### config.mk
export PLATFORM = sky130hd
export DESIGN_NAME = syscall_unit_flat
export DESIGN_NICKNAME = d
export VERILOG_FILES = /design/src/rtl/syscall_unit_if.sv /design/src/rtl/syscall_unit.sv /design/src/flat_wrapper.sv
export SDC_FILE = /design/constraint.sdc
export NUM_CORES = 1
export LEC_CHECK = 0
export BUFFER_PORTS_ARGS = -buffer_cell sky130_fd_sc_hd__buf_2
export CORE_ASPECT_RATIO = 1.4
export CORE_MARGIN = 5
export CORE_UTILIZATION = 30
export CTS_CLUSTER_SIZE = 14
export DETAILED_ROUTE_END_ITERATION = 8
export GPL_ROUTABILITY_DRIVEN = 0
export GPL_TIMING_DRIVEN = 0
export REMOVE_ABC_BUFFERS = 1
export SYNTH_ARGS = -nofsm -noshare
export SYNTH_HDL_FRONTEND = slang
export SYNTH_SLANG_ARGS = --single-unit
### constraint.sdc
create_clock -name clk -period 8.7 [get_ports clk]
set_input_delay 0.435 -clock clk [delete_from_list [all_inputs] [get_ports clk]]
set_output_delay 0.435 -clock clk [all_outputs]
set_load 0.01 [all_outputs]
### src/rtl/syscall_unit_if.sv
// Memory bus and console byte stream shared between the syscall unit
// (master) and the memory / console sink (slave).
interface syscall_unit_if;
  logic [15:0] mem_addr;
  logic        mem_we;
  logic [15:0] mem_wr_data;
  logic [15:0] mem_rd_data;
  logic        out_valid;
  logic [7:0]  out_char;
  logic        out_ready;

  modport master (
    output mem_addr, mem_we, mem_wr_data, out_valid, out_char,
    input  mem_rd_data, out_ready
  );

  modport slave (
    input  mem_addr, mem_we, mem_wr_data, out_valid, out_char,
    output mem_rd_data, out_ready
  );
endinterface

### src/rtl/syscall_unit.sv
// Syscall service stage: catches the CPU's syscall request edge, decodes the
// code in sysregs and performs store / load / decimal print / char print /
// string print / halt against the shared word memory and console stream.
module syscall_unit #(
  parameter int DEBUG      = 0,
  parameter int DEC_DIGITS = 5
) (
  input  logic          clk,
  input  logic          clear,
  input  logic          sys_signal,
  input  logic [47:0]   sysregs,
  output logic          busy,
  output logic          done,
  output logic          halted,
  output logic          load_signal,
  output logic [15:0]   load_data,
  syscall_unit_if.master bus
);
  // Trace output lives outside the synthesizable logic; DEBUG only sizes nothing.
  localparam int NCHAR = DEC_DIGITS + 0 * DEBUG;

  typedef enum logic [3:0] {
    IDLE, DISPATCH, WRITE, READ, RDWAIT, DEC_CONV, EMIT, STR_RD, STR_CHK, HALT
  } state_t;

  state_t      state_reg;
  logic        sys_q;
  logic [15:0] code_reg, arg_a_reg, arg_b_reg;
  logic [15:0] ptr_reg, rem_reg;
  logic [1:0]  dig_idx_reg;
  logic [3:0]  dig_cnt_reg;
  logic        seen_reg;
  logic [7:0]  char_reg [NCHAR];
  logic [2:0]  emit_idx_reg, emit_last_reg;
  logic        busy_reg, done_reg, halted_reg, load_signal_reg;
  logic [15:0] load_data_reg;
  logic [15:0] mem_addr_reg, mem_wr_data_reg;
  logic        mem_we_reg, out_valid_reg;
  logic [7:0]  out_char_reg;

  // Decade weights used by the subtraction-based binary-to-decimal conversion.
  function automatic logic [15:0] pow10(input logic [1:0] idx);
    case (idx)
      2'd0:    pow10 = 16'd10000;
      2'd1:    pow10 = 16'd1000;
      2'd2:    pow10 = 16'd100;
      default: pow10 = 16'd10;
    endcase
  endfunction

  assign busy            = busy_reg;
  assign done            = done_reg;
  assign halted          = halted_reg;
  assign load_signal     = load_signal_reg;
  // The read word is forwarded during RDWAIT so the CPU sees it in the
  // same cycle as load_signal; the register holds it afterwards.
  assign load_data       = (state_reg == RDWAIT) ? bus.mem_rd_data : load_data_reg;
  assign bus.mem_addr    = mem_addr_reg;
  assign bus.mem_we      = mem_we_reg;
  assign bus.mem_wr_data = mem_wr_data_reg;
  assign bus.out_valid   = out_valid_reg;
  assign bus.out_char    = out_char_reg;

  // Service FSM with all outputs registered.
  always_ff @(posedge clk or posedge clear) begin
    if (clear) begin
      state_reg       <= IDLE;
      sys_q           <= 1'b1;
      code_reg        <= '0;
      arg_a_reg       <= '0;
      arg_b_reg       <= '0;
      ptr_reg         <= '0;
      rem_reg         <= '0;
      dig_idx_reg     <= '0;
      dig_cnt_reg     <= '0;
      seen_reg        <= 1'b0;
      for (int i = 0; i < NCHAR; i++) char_reg[i] <= '0;
      emit_idx_reg    <= '0;
      emit_last_reg   <= '0;
      busy_reg        <= 1'b0;
      done_reg        <= 1'b0;
      halted_reg      <= 1'b0;
      load_signal_reg <= 1'b0;
      load_data_reg   <= '0;
      mem_addr_reg    <= '0;
      mem_wr_data_reg <= '0;
      mem_we_reg      <= 1'b0;
      out_valid_reg   <= 1'b0;
      out_char_reg    <= '0;
    end else begin
      sys_q      <= sys_signal;
      done_reg   <= 1'b0;
      mem_we_reg <= 1'b0;
      case (state_reg)
        IDLE: begin
          if (sys_signal && !sys_q) begin
            code_reg  <= sysregs[15:0];
            arg_a_reg <= sysregs[31:16];
            arg_b_reg <= sysregs[47:32];
            busy_reg  <= 1'b1;
            state_reg <= DISPATCH;
            if (sysregs[15:0] != 16'd2) load_signal_reg <= 1'b0;
          end
        end
        DISPATCH: begin
          case (code_reg)
            16'd0: begin
              halted_reg <= 1'b1;
              done_reg   <= 1'b1;
              busy_reg   <= 1'b0;
              state_reg  <= HALT;
            end
            16'd1: begin
              mem_we_reg      <= 1'b1;
              mem_addr_reg    <= arg_a_reg;
              mem_wr_data_reg <= arg_b_reg;
              done_reg        <= 1'b1;
              state_reg       <= WRITE;
            end
            16'd2: begin
              mem_addr_reg <= arg_a_reg;
              state_reg    <= READ;
            end
            16'd3: begin
              rem_reg     <= arg_a_reg;
              dig_idx_reg <= 2'd0;
              dig_cnt_reg <= 4'd0;
              seen_reg    <= 1'b0;
              state_reg   <= DEC_CONV;
            end
            16'd4: begin
              char_reg[0]   <= arg_a_reg[7:0];
              out_char_reg  <= arg_a_reg[7:0];
              out_valid_reg <= 1'b1;
              emit_idx_reg  <= 3'd0;
              emit_last_reg <= 3'd0;
              state_reg     <= EMIT;
            end
            16'd5: begin
              ptr_reg      <= arg_a_reg;
              mem_addr_reg <= arg_a_reg;
              state_reg    <= STR_RD;
            end
            default: begin
              done_reg  <= 1'b1;
              busy_reg  <= 1'b0;
              state_reg <= IDLE;
            end
          endcase
        end
        WRITE: begin
          busy_reg  <= 1'b0;
          state_reg <= IDLE;
        end
        READ: begin
          load_signal_reg <= 1'b1;
          done_reg        <= 1'b1;
          state_reg       <= RDWAIT;
        end
        RDWAIT: begin
          load_data_reg <= bus.mem_rd_data;
          busy_reg      <= 1'b0;
          state_reg     <= IDLE;
        end
        DEC_CONV: begin
          // One subtraction per cycle; a digit is committed when the
          // remainder drops below the current decade weight.
          if (rem_reg >= pow10(dig_idx_reg)) begin
            rem_reg     <= rem_reg - pow10(dig_idx_reg);
            dig_cnt_reg <= dig_cnt_reg + 4'd1;
          end else begin
            if (dig_cnt_reg != 4'd0 || seen_reg) begin
              char_reg[{1'b0, dig_idx_reg}] <= 8'h30 + {4'b0, dig_cnt_reg};
              seen_reg <= 1'b1;
            end else begin
              char_reg[{1'b0, dig_idx_reg}] <= 8'h20;
            end
            dig_cnt_reg <= 4'd0;
            if (dig_idx_reg == 2'd3) begin
              char_reg[4]   <= 8'h30 + rem_reg[7:0];
              out_char_reg  <= char_reg[0];
              out_valid_reg <= 1'b1;
              emit_idx_reg  <= 3'd0;
              emit_last_reg <= 3'(NCHAR - 1);
              state_reg     <= EMIT;
            end else begin
              dig_idx_reg <= dig_idx_reg + 2'd1;
            end
          end
        end
        EMIT: begin
          // Byte transfers on the edge where out_ready is sampled high.
          if (bus.out_ready) begin
            if (code_reg == 16'd5) begin
              out_valid_reg <= 1'b0;
              ptr_reg       <= ptr_reg + 16'd1;
              mem_addr_reg  <= ptr_reg + 16'd1;
              state_reg     <= STR_RD;
            end else if (emit_idx_reg == emit_last_reg) begin
              out_valid_reg <= 1'b0;
              done_reg      <= 1'b1;
              busy_reg      <= 1'b0;
              state_reg     <= IDLE;
            end else begin
              emit_idx_reg <= emit_idx_reg + 3'd1;
              out_char_reg <= char_reg[emit_idx_reg + 3'd1];
            end
          end
        end
        STR_RD: begin
          state_reg <= STR_CHK;
        end
        STR_CHK: begin
          if (bus.mem_rd_data == 16'd0) begin
            done_reg  <= 1'b1;
            busy_reg  <= 1'b0;
            state_reg <= IDLE;
          end else begin
            out_char_reg  <= bus.mem_rd_data[7:0];
            out_valid_reg <= 1'b1;
            state_reg     <= EMIT;
          end
        end
        HALT: begin
          state_reg <= HALT;
        end
        default: begin
          state_reg <= IDLE;
        end
      endcase
    end
  end
endmodule

### src/flat_wrapper.sv
// flat-port wrapper written by rule: the top's interface ports become plain ports
module syscall_unit_flat 
#(
  parameter int DEBUG      = 0,
  parameter int DEC_DIGITS = 5
)
  (clk, clear, sys_signal, sysregs, busy, done, halted, load_signal, load_data, bus_mem_addr, bus_mem_we, bus_mem_wr_data, bus_out_valid, bus_out_char, bus_mem_rd_data, bus_out_ready);
  syscall_unit_if bus_i ();
  input  logic clk;
  input  logic clear;
  input  logic sys_signal;
  input  logic [47:0] sysregs;
  output logic busy;
  output logic done;
  output logic halted;
  output logic load_signal;
  output logic [15:0] load_data;
  output wire logic [$bits(bus_i.mem_addr)-1:0] bus_mem_addr;
  output wire logic [$bits(bus_i.mem_we)-1:0] bus_mem_we;
  output wire logic [$bits(bus_i.mem_wr_data)-1:0] bus_mem_wr_data;
  output wire logic [$bits(bus_i.out_valid)-1:0] bus_out_valid;
  output wire logic [$bits(bus_i.out_char)-1:0] bus_out_char;
  input wire logic [$bits(bus_i.mem_rd_data)-1:0] bus_mem_rd_data;
  input wire logic [$bits(bus_i.out_ready)-1:0] bus_out_ready;
  assign bus_mem_addr = bus_i.mem_addr;
  assign bus_mem_we = bus_i.mem_we;
  assign bus_mem_wr_data = bus_i.mem_wr_data;
  assign bus_out_valid = bus_i.out_valid;
  assign bus_out_char = bus_i.out_char;
  assign bus_i.mem_rd_data = bus_mem_rd_data;
  assign bus_i.out_ready = bus_out_ready;
  syscall_unit #(.DEBUG(DEBUG), .DEC_DIGITS(DEC_DIGITS)) u_core (.clk(clk), .clear(clear), .sys_signal(sys_signal), .sysregs(sysregs), .busy(busy), .done(done), .halted(halted), .load_signal(load_signal), .load_data(load_data), .bus(bus_i));
endmodule
==> impl_results.md, run 1 <==
* Run status: finished, final reports clean
* RR Startpoint: u_core.dig_idx_reg[0]$_DFFE_PP0P_
* Setup WS pre-CTS at a little under 5 ns
* Reg clk slew, reported paths at 0.08 ns
* Unrepaired setup endpoints after global routing: no
* Final Hold Violating Endpoints at 0
* CP Class: reg -> reg
* Relative slew slack at 0.176
* Most used flip-flop cell after synthesis: dfrtp_1
* Post-DP HPWL at roughly 19000 µm
* Pwr Density at between 200 and 300 mW/mm²
* Final worst path period need at between 3 and 4 ns
* Setup crit end: u_core.rem_reg[11]$_DFFE_PP0P_
* Gr usage total at 0.143
* Total Wirelength at approximately 26000 µm
* Total die area at 0.0377 mm²
* Peak VDD IR at roughly 0.18 mV
* Die Height at between 200 and 250 µm
* Worst R2R Path Depth at 10
* CTS tree: built
* R2R setup slack at 4.85 ns
* Fin worst setup slack at 4.85 ns
* Die Span X at approximately 170 µm
* CP required at between 9 and 10 ns
* H-tree depth at 4
* Final slew viol count at 0
* Post-route DRC at 0
* Clk sinks at 198
* Antenna-violating nets left at 0
* Port bufs at between 100 and 150
* Hold slack at about 0.035 ns
* Drt initial violations at 424
* Core ar. at between 0.03 and 0.04 mm²
* Worst endpoint data arrival time at approximately 4.2 ns
* CP Capture Type: flop
* Worst Hold Class: in -> async
* Max cap viols at 0
* 1st-pass router iterations at 5
* Synthesized flop and latch total at between 150 and 200
* Setup crit start kind: flop
* Post-synth EDFFs at 0
* Ratio of cells with drive above 1 in the final layout at 0.316
* Crit. Startpoint: u_core.dig_idx_reg[0]$_DFFE_PP0P_
* Leak Pwr at roughly 0.0055 µW
* Worst slew pin tran at roughly 1.2 ns
* Post-DR wirelength/cell at between 15 and 20 µm
* Initial antenna violation count at 0
* Synth unique cells at just over 80
* Number of post-CTS setup repair buffers at 0
* Remaining global-route overflow at 0
* Number of global-route vias before repair at 7680
* Vias at between 7000 and 8000
* Max Fanout on Critical Path at 21
* Area grow syn2layout at 16.3%
* Seq. cell area at between 0.004 and 0.005 mm²
* Initial Util at 0.304
* IO Count at 130
* Yosys warning count at 0
* Cells after Synth at just over 900
* Clock Latency Late Sink at between 0.4 and 0.5 ns
* Final nets at between 1000 and 1500
* Mean Syn Cell Area at roughly 11 µm²
* Endpoints failing setup at 0
* Setup Skew at 0.0226 ns
* Ant diodes at 0
* Aggregate negative setup slack at 0 ns
* Area of the multi-input gates at 0.00490 mm²
* Hold Buf Count CTS at 0
* CTS root buffer: clkbuf_16
* Fillers at roughly 3400
* Cell Area, Synth at between 0.01 and 0.015 mm²
* Post-synthesis sequential area ratio at 0.488
* Fmax at ~260 MHz
* Period utilization at 0.443
* RR Endpoint: u_core.rem_reg[11]$_DFFE_PP0P_
* Max reg flops at 40
* Number of CTS-inserted buffers at 17
* First-pass GRT wire length at roughly 43000 µm
* Post-synthesis async set-or-reset flop share at 1.00
* Row count at slightly below 80
* Largest net degree at the start of global routing at around 120
* Clock tree buffer depth at 2
* Via density at around 5
* CTS-repair resized insts at 0
cells by family after synthesis:
family                     share of synthesized area
and+or+nand+nor                                0.139
muxes                                          0.161
DFF                                            0.488
AOI/OAI and AO/OA                              0.128
adders and majority gates                     0.0315
xor gates and xnor gates                      0.0224
buffers and inverters                         0.0313
metal layers:
| layer | vias to the layer above | wire length [µm] | global-route usage |
|---|---|---|---|
| met5 | - | 0 | 0 |
| met4 | 0 | 694 | 0.0583 |
| met3 | 41 | 1380 | 0.0305 |
| met2 | 195 | 13100 | 0.238 |
| met1 | 3708 | 10900 | 0.178 |
| li1 | 3545 | - | - |
cells in the final DEF (no fill, tap or decap), drive strengths merged, types with 15 or more instances in the layout:
cell type	netlist	layout
clkbuf	31	18
and2	15	15
a21oi	37	37
o21ai	49	49
nor2	50	50
nand2	78	78
inv	25	33
mux2	123	123
ha	24	24
buf	18	132
nand3	21	21
dfrtp	197	197
how the worst min path moves through the flow:
stage                                         start                                     to  slack [ns]  cells past startpoint
floorplan           u_core.char_reg[13]$_DFFE_PP0P_        u_core.char_reg[13]$_DFFE_PP0P_        0.43                      1
global placement    u_core.char_reg[21]$_DFFE_PP0P_        u_core.char_reg[21]$_DFFE_PP0P_        0.45                      1
detailed placement        u_core.halted$_DFFE_PP0P_              u_core.halted$_DFFE_PP0P_        0.45                      1
CTS                                           clear        u_core.arg_b_reg[7]$_DFFE_PP0P_        0.06                      2
global route                                  clear  u_core.bus.mem_wr_data[7]$_DFFE_PP0P_        0.07                      2
finish                                        clear       u_core.arg_b_reg[14]$_DFFE_PP0P_        0.04                      2
where the power goes:
group / leakage [µW] / total (µW) / switching, µW / internal [µW]
clock: 0.000288 / 796 / 403 / 393
combinational: 0.00263 / 1160 / 620 / 541
sequential: 0.00259 / 1350 / 207 / 1150
total: 0.00550 / 3310 / 1230 / 2080
final cells by class:
type | count | share of cell area
Tap cell | 445 | 0.0471
Timing Repair Buffer | 132 | 0.0602
Clock buffer | 18 | 0.0372
Clock inverter | 14 | 0.0130
Multi-Input combinational cell | 638 | 0.415
Sequential cell | 198 | 0.419
Inverter | 25 | 0.00858
synth_stat cells, drive strengths merged (5+ instances only):
master | instances | area (µm²)
o21ai | 49 | 249
clkbuf | 31 | 116
xor2 | 14 | 123
and2 | 15 | 95.1
a21o | 5 | 38.8
xnor2 | 12 | 105
buf | 18 | 108
a221o | 5 | 50.1
a22oi | 11 | 82.6
a31oi | 8 | 50.1
nor2 | 50 | 193
and3 | 12 | 80.1
a222oi | 7 | 70.1
nor3 | 13 | 76.3
a21oi | 37 | 185
nand2b | 8 | 50.1
a22o | 7 | 61.3
mux2i | 7 | 70.1
and4 | 6 | 52.6
mux2 | 123 | 1390
or3 | 5 | 31.3
inv | 25 | 93.8
a211oi | 5 | 42.5
ha | 24 | 300
nand2 | 78 | 298
nand4 | 11 | 83.8
o31ai | 8 | 60.1
nand3 | 21 | 110
dfrtp | 197 | 4930
nor3b | 9 | 77.6
o22a | 6 | 52.6
nor4 | 14 | 93.8
nor2b | 5 | 31.3
mux4 | 8 | 180
worst max-delay path, cell delays in order, from the launching register on:
cell	delay, ns
dfrtp_1	0.47
inv_1	0.13
ha_1	0.35
o21bai_1	0.37
ha_1	0.35
a21oi_1	0.29
o21bai_1	0.19
a2111oi_4	0.50
a21o_1	0.65
a21oi_1	0.15
a211o_1	0.30
per-stage QoR:
stage / power (µW) / utilization / cell area, µm² / cells
finish: 3310 / 0.354 / 11800 / 1470
global route: 3540 / 0.354 / 11800 / 1470
CTS: 3350 / 0.353 / 11800 / 1469
detailed placement: 2540 / 0.336 / 11200 / 1437
global placement: 2510 / 0.334 / 11100 / 1435
floorplan: 2160 / - / 9940 / 861
Power figures use the tool's default switching activity.
==> run 2: changes to the inputs <==
==> constraint.sdc (replaced) <==
create_clock -name clk -period 3.7 [get_ports clk]
set_input_delay 0.185 -clock clk [delete_from_list [all_inputs] [get_ports clk]]
set_output_delay 0.185 -clock clk [all_outputs]
set_load 0.01 [all_outputs]
==> impl_results.md, run 2 (synthesis results as in run 1) <==
* Remaining global-route overflow at 0 (unchanged)
* M1 wire length at 11500 µm (+4.9%)
* Most numerous cell on the critical path: nand2_1
* CP Capture Type: flop
* Worst R2R Path Depth at 7 (-3)
* Ant diodes at 0 (unchanged)
* Leak Pwr at 0.00576 µW (+4.7%)
* Die Height at 228 µm (unchanged)
* Row count at 79 (unchanged)
* CP Class: reg -> reg
* Number of global-route vias before repair at 8050 (+4.8%)
* Clk sinks at 198 (unchanged)
* Clock tree buffer depth at 2 (unchanged)
* Fin worst setup slack at 0.275 ns (-4.57 ns)
* Max reg flops at 40 (unchanged)
* Post-DP HPWL at 19100 µm (unchanged)
* Total die area at 0.0377 mm² (unchanged)
* Gr usage total at 0.146 (+0.00392)
* Via density at 5.08 (-0.32%)
* Pwr Density at 632 mW/mm² (+130%)
* Ratio of cells with drive above 1 in the final layout at 0.306 (-0.0101)
* Worst path depth at 7 (-3)
* Setup WS pre-CTS at -0.125 ns (-5.00 ns)
* Setup crit start kind: flop
* Endpoints failing setup at 0 (unchanged)
* Met3 routed WL at 1100 µm (-21%)
* Initial Util at 0.304 (unchanged)
* Placed Area at 0.0112 mm² (unchanged)
* Met2 wire len at 13600 µm (+3.7%)
* Fmax at 292 MHz (+13%)
* Fillers at 3374 (-2.1%)
* Max incr delay on CP at 0.80 ns (+0.15 ns)
* CTS root buffer: clkbuf_16
* Antenna-violating nets left at 0 (unchanged)
* Post-route DRC at 0 (unchanged)
* Largest net degree at the start of global routing at 121 (unchanged)
* Port bufs at 129 (unchanged)
* CTS tree: built
* Final slew viol count at 0 (unchanged)
* Vias at 7770 (+3.8%)
* Worst Path Buf+Inv at 1 (unchanged)
* Die Span X at 166 µm (unchanged)
* Worst slew pin tran at 1.24 ns (+0.00755 ns)
* Final Hold Violating Endpoints at 0 (unchanged)
* CP required at 4.04 ns (-5.01 ns)
* Number of CTS-inserted buffers at 17 (unchanged)
* Max cap viols at 0 (unchanged)
* Run status: finished, final reports clean
* IO Count at 130 (unchanged)
* Unrepaired setup endpoints after global routing: no
* Setup Skew at 0.0143 ns (-0.00831 ns)
* Worst endpoint data arrival time at 3.76 ns (-0.44 ns)
* CP top delay family: simple AND/OR/NAND/NOR gates
* Crit path cell chain: nor3b_2 > nand2_1 > a2111oi_4 > buf_4 > and2_4 > nand2_1 > a221o_1
* First-pass GRT wire length at 44000 µm (+3.1%)
* Initial antenna violation count at 0 (unchanged)
* Slowest CP cell: nand2_1
* Core ar. at 0.0334 mm² (unchanged)
* H-tree depth at 4 (unchanged)
* Top layer in use: met4
* Most common cell after layout, fill and taps aside: dfrtp_1
* Clock Latency Late Sink at 0.46 ns (about the same)
* Max Fanout on Critical Path at 35 (+67%)
* Area grow syn2layout at 22.5%
* Hold Crit Depth at 2
* Post-DR wirelength/cell at 17.6 µm (-0.66%)
* Peak VDD IR at 0.397 mV (+120%)
* Relative slew slack at 0.171 (-0.00505)
* Final instance area at 0.0124 mm² (+5.3%)
* Worst Hold Class: in -> reg
* Period utilization at 0.926 (+0.483)
* Most frequent cells in the layout: dfrtp_1 (197), buf_2 (129), mux2_2 (122), nand2_1 (76), dlygate4sd3_1 (58)
* Drt initial violations at 455 (+7.3%)
* Total Wirelength at 27000 µm (+3.4%)
* Reg clk slew, reported paths at 0.08 ns (about the same)
* 1st-pass router iterations at 6 (+1)
* Final worst path period need at 3.43 ns (-0.428 ns)
* Final nets at 1165 (+5.4%)
-- run 2: through the flow --
stage,utilization,instances,TNS [ns],hold slack [ns],total power [µW]
2_1_floorplan,-,861,-370.86,0.189,5070
3_3_place_gp,0.334,1435,-842.92,0.303,5890
3_5_place_dp,0.336,1437,-0.294,0.310,5970
4_1_cts,0.371,1527,-0.0567,0.00826,7930
5_1_grt,0.373,1530,0,0.0157,8390
6_report,0.373,1530,0,0.0329,7870
-- run 2: area by class of cell --
cell class	count	area [µm²]	share of cell area
Clock buffer	18	439	0.0353
Clock inverter	14	154	0.0124
Inverter	25	101	0.00814
Multi-Input combinational cell	638	4930	0.396
Sequential cell	198	4960	0.398
Tap cell	445	557	0.0447
Timing Repair Buffer	192	1310	0.105
-- run 2: final timing paths --
check | slack (ns) | endpoint | startpoint
worst max-delay path | 0.27 | u_core.char_reg[25]$_DFFE_PP0P_ | u_core.state_reg[3]$_DFFE_PP0P_
worst min-delay path | 0.03 | u_core.load_data_reg[1]$_DFF_PP0_ | bus_mem_rd_data[1]
worst max register to register | 0.27 | u_core.char_reg[25]$_DFFE_PP0P_ | u_core.state_reg[3]$_DFFE_PP0P_
worst min register to register | 0.46 | u_core.halted$_DFFE_PP0P_ | u_core.halted$_DFFE_PP0P_
max in group asynchronous | 2.28 | u_core.rem_reg[8]$_DFFE_PP0P_ | clear
min in group asynchronous | 0.36 | u_core.arg_b_reg[7]$_DFFE_PP0P_ | clear
-- run 2: per-layer routing --
layer | up-vias | track usage
met3 | 50 | 0.0244
li1 | 3662 | -
met5 | - | 0
met1 | 3857 | 0.182
met4 | 0 | 0.0660
met2 | 201 | 0.248
-- run 2: what timing repair did --
item	4_1_cts	5_1_grt
gates cloned	0	0
endpoints found under the hold margin	134	0
hold buffers	58	0
pin swaps	0	2
buffers inserted	0	2
gates resized for setup	1	9
endpoints found under the setup margin	9	56
-- run 2: power breakdown --
part	switching, µW	leakage, µW	internal, µW
Combinational	1480	0.00289	1320
Clock	947	0.000288	924
Sequential	493	0.00259	2700
Total	2920	0.00576	4940
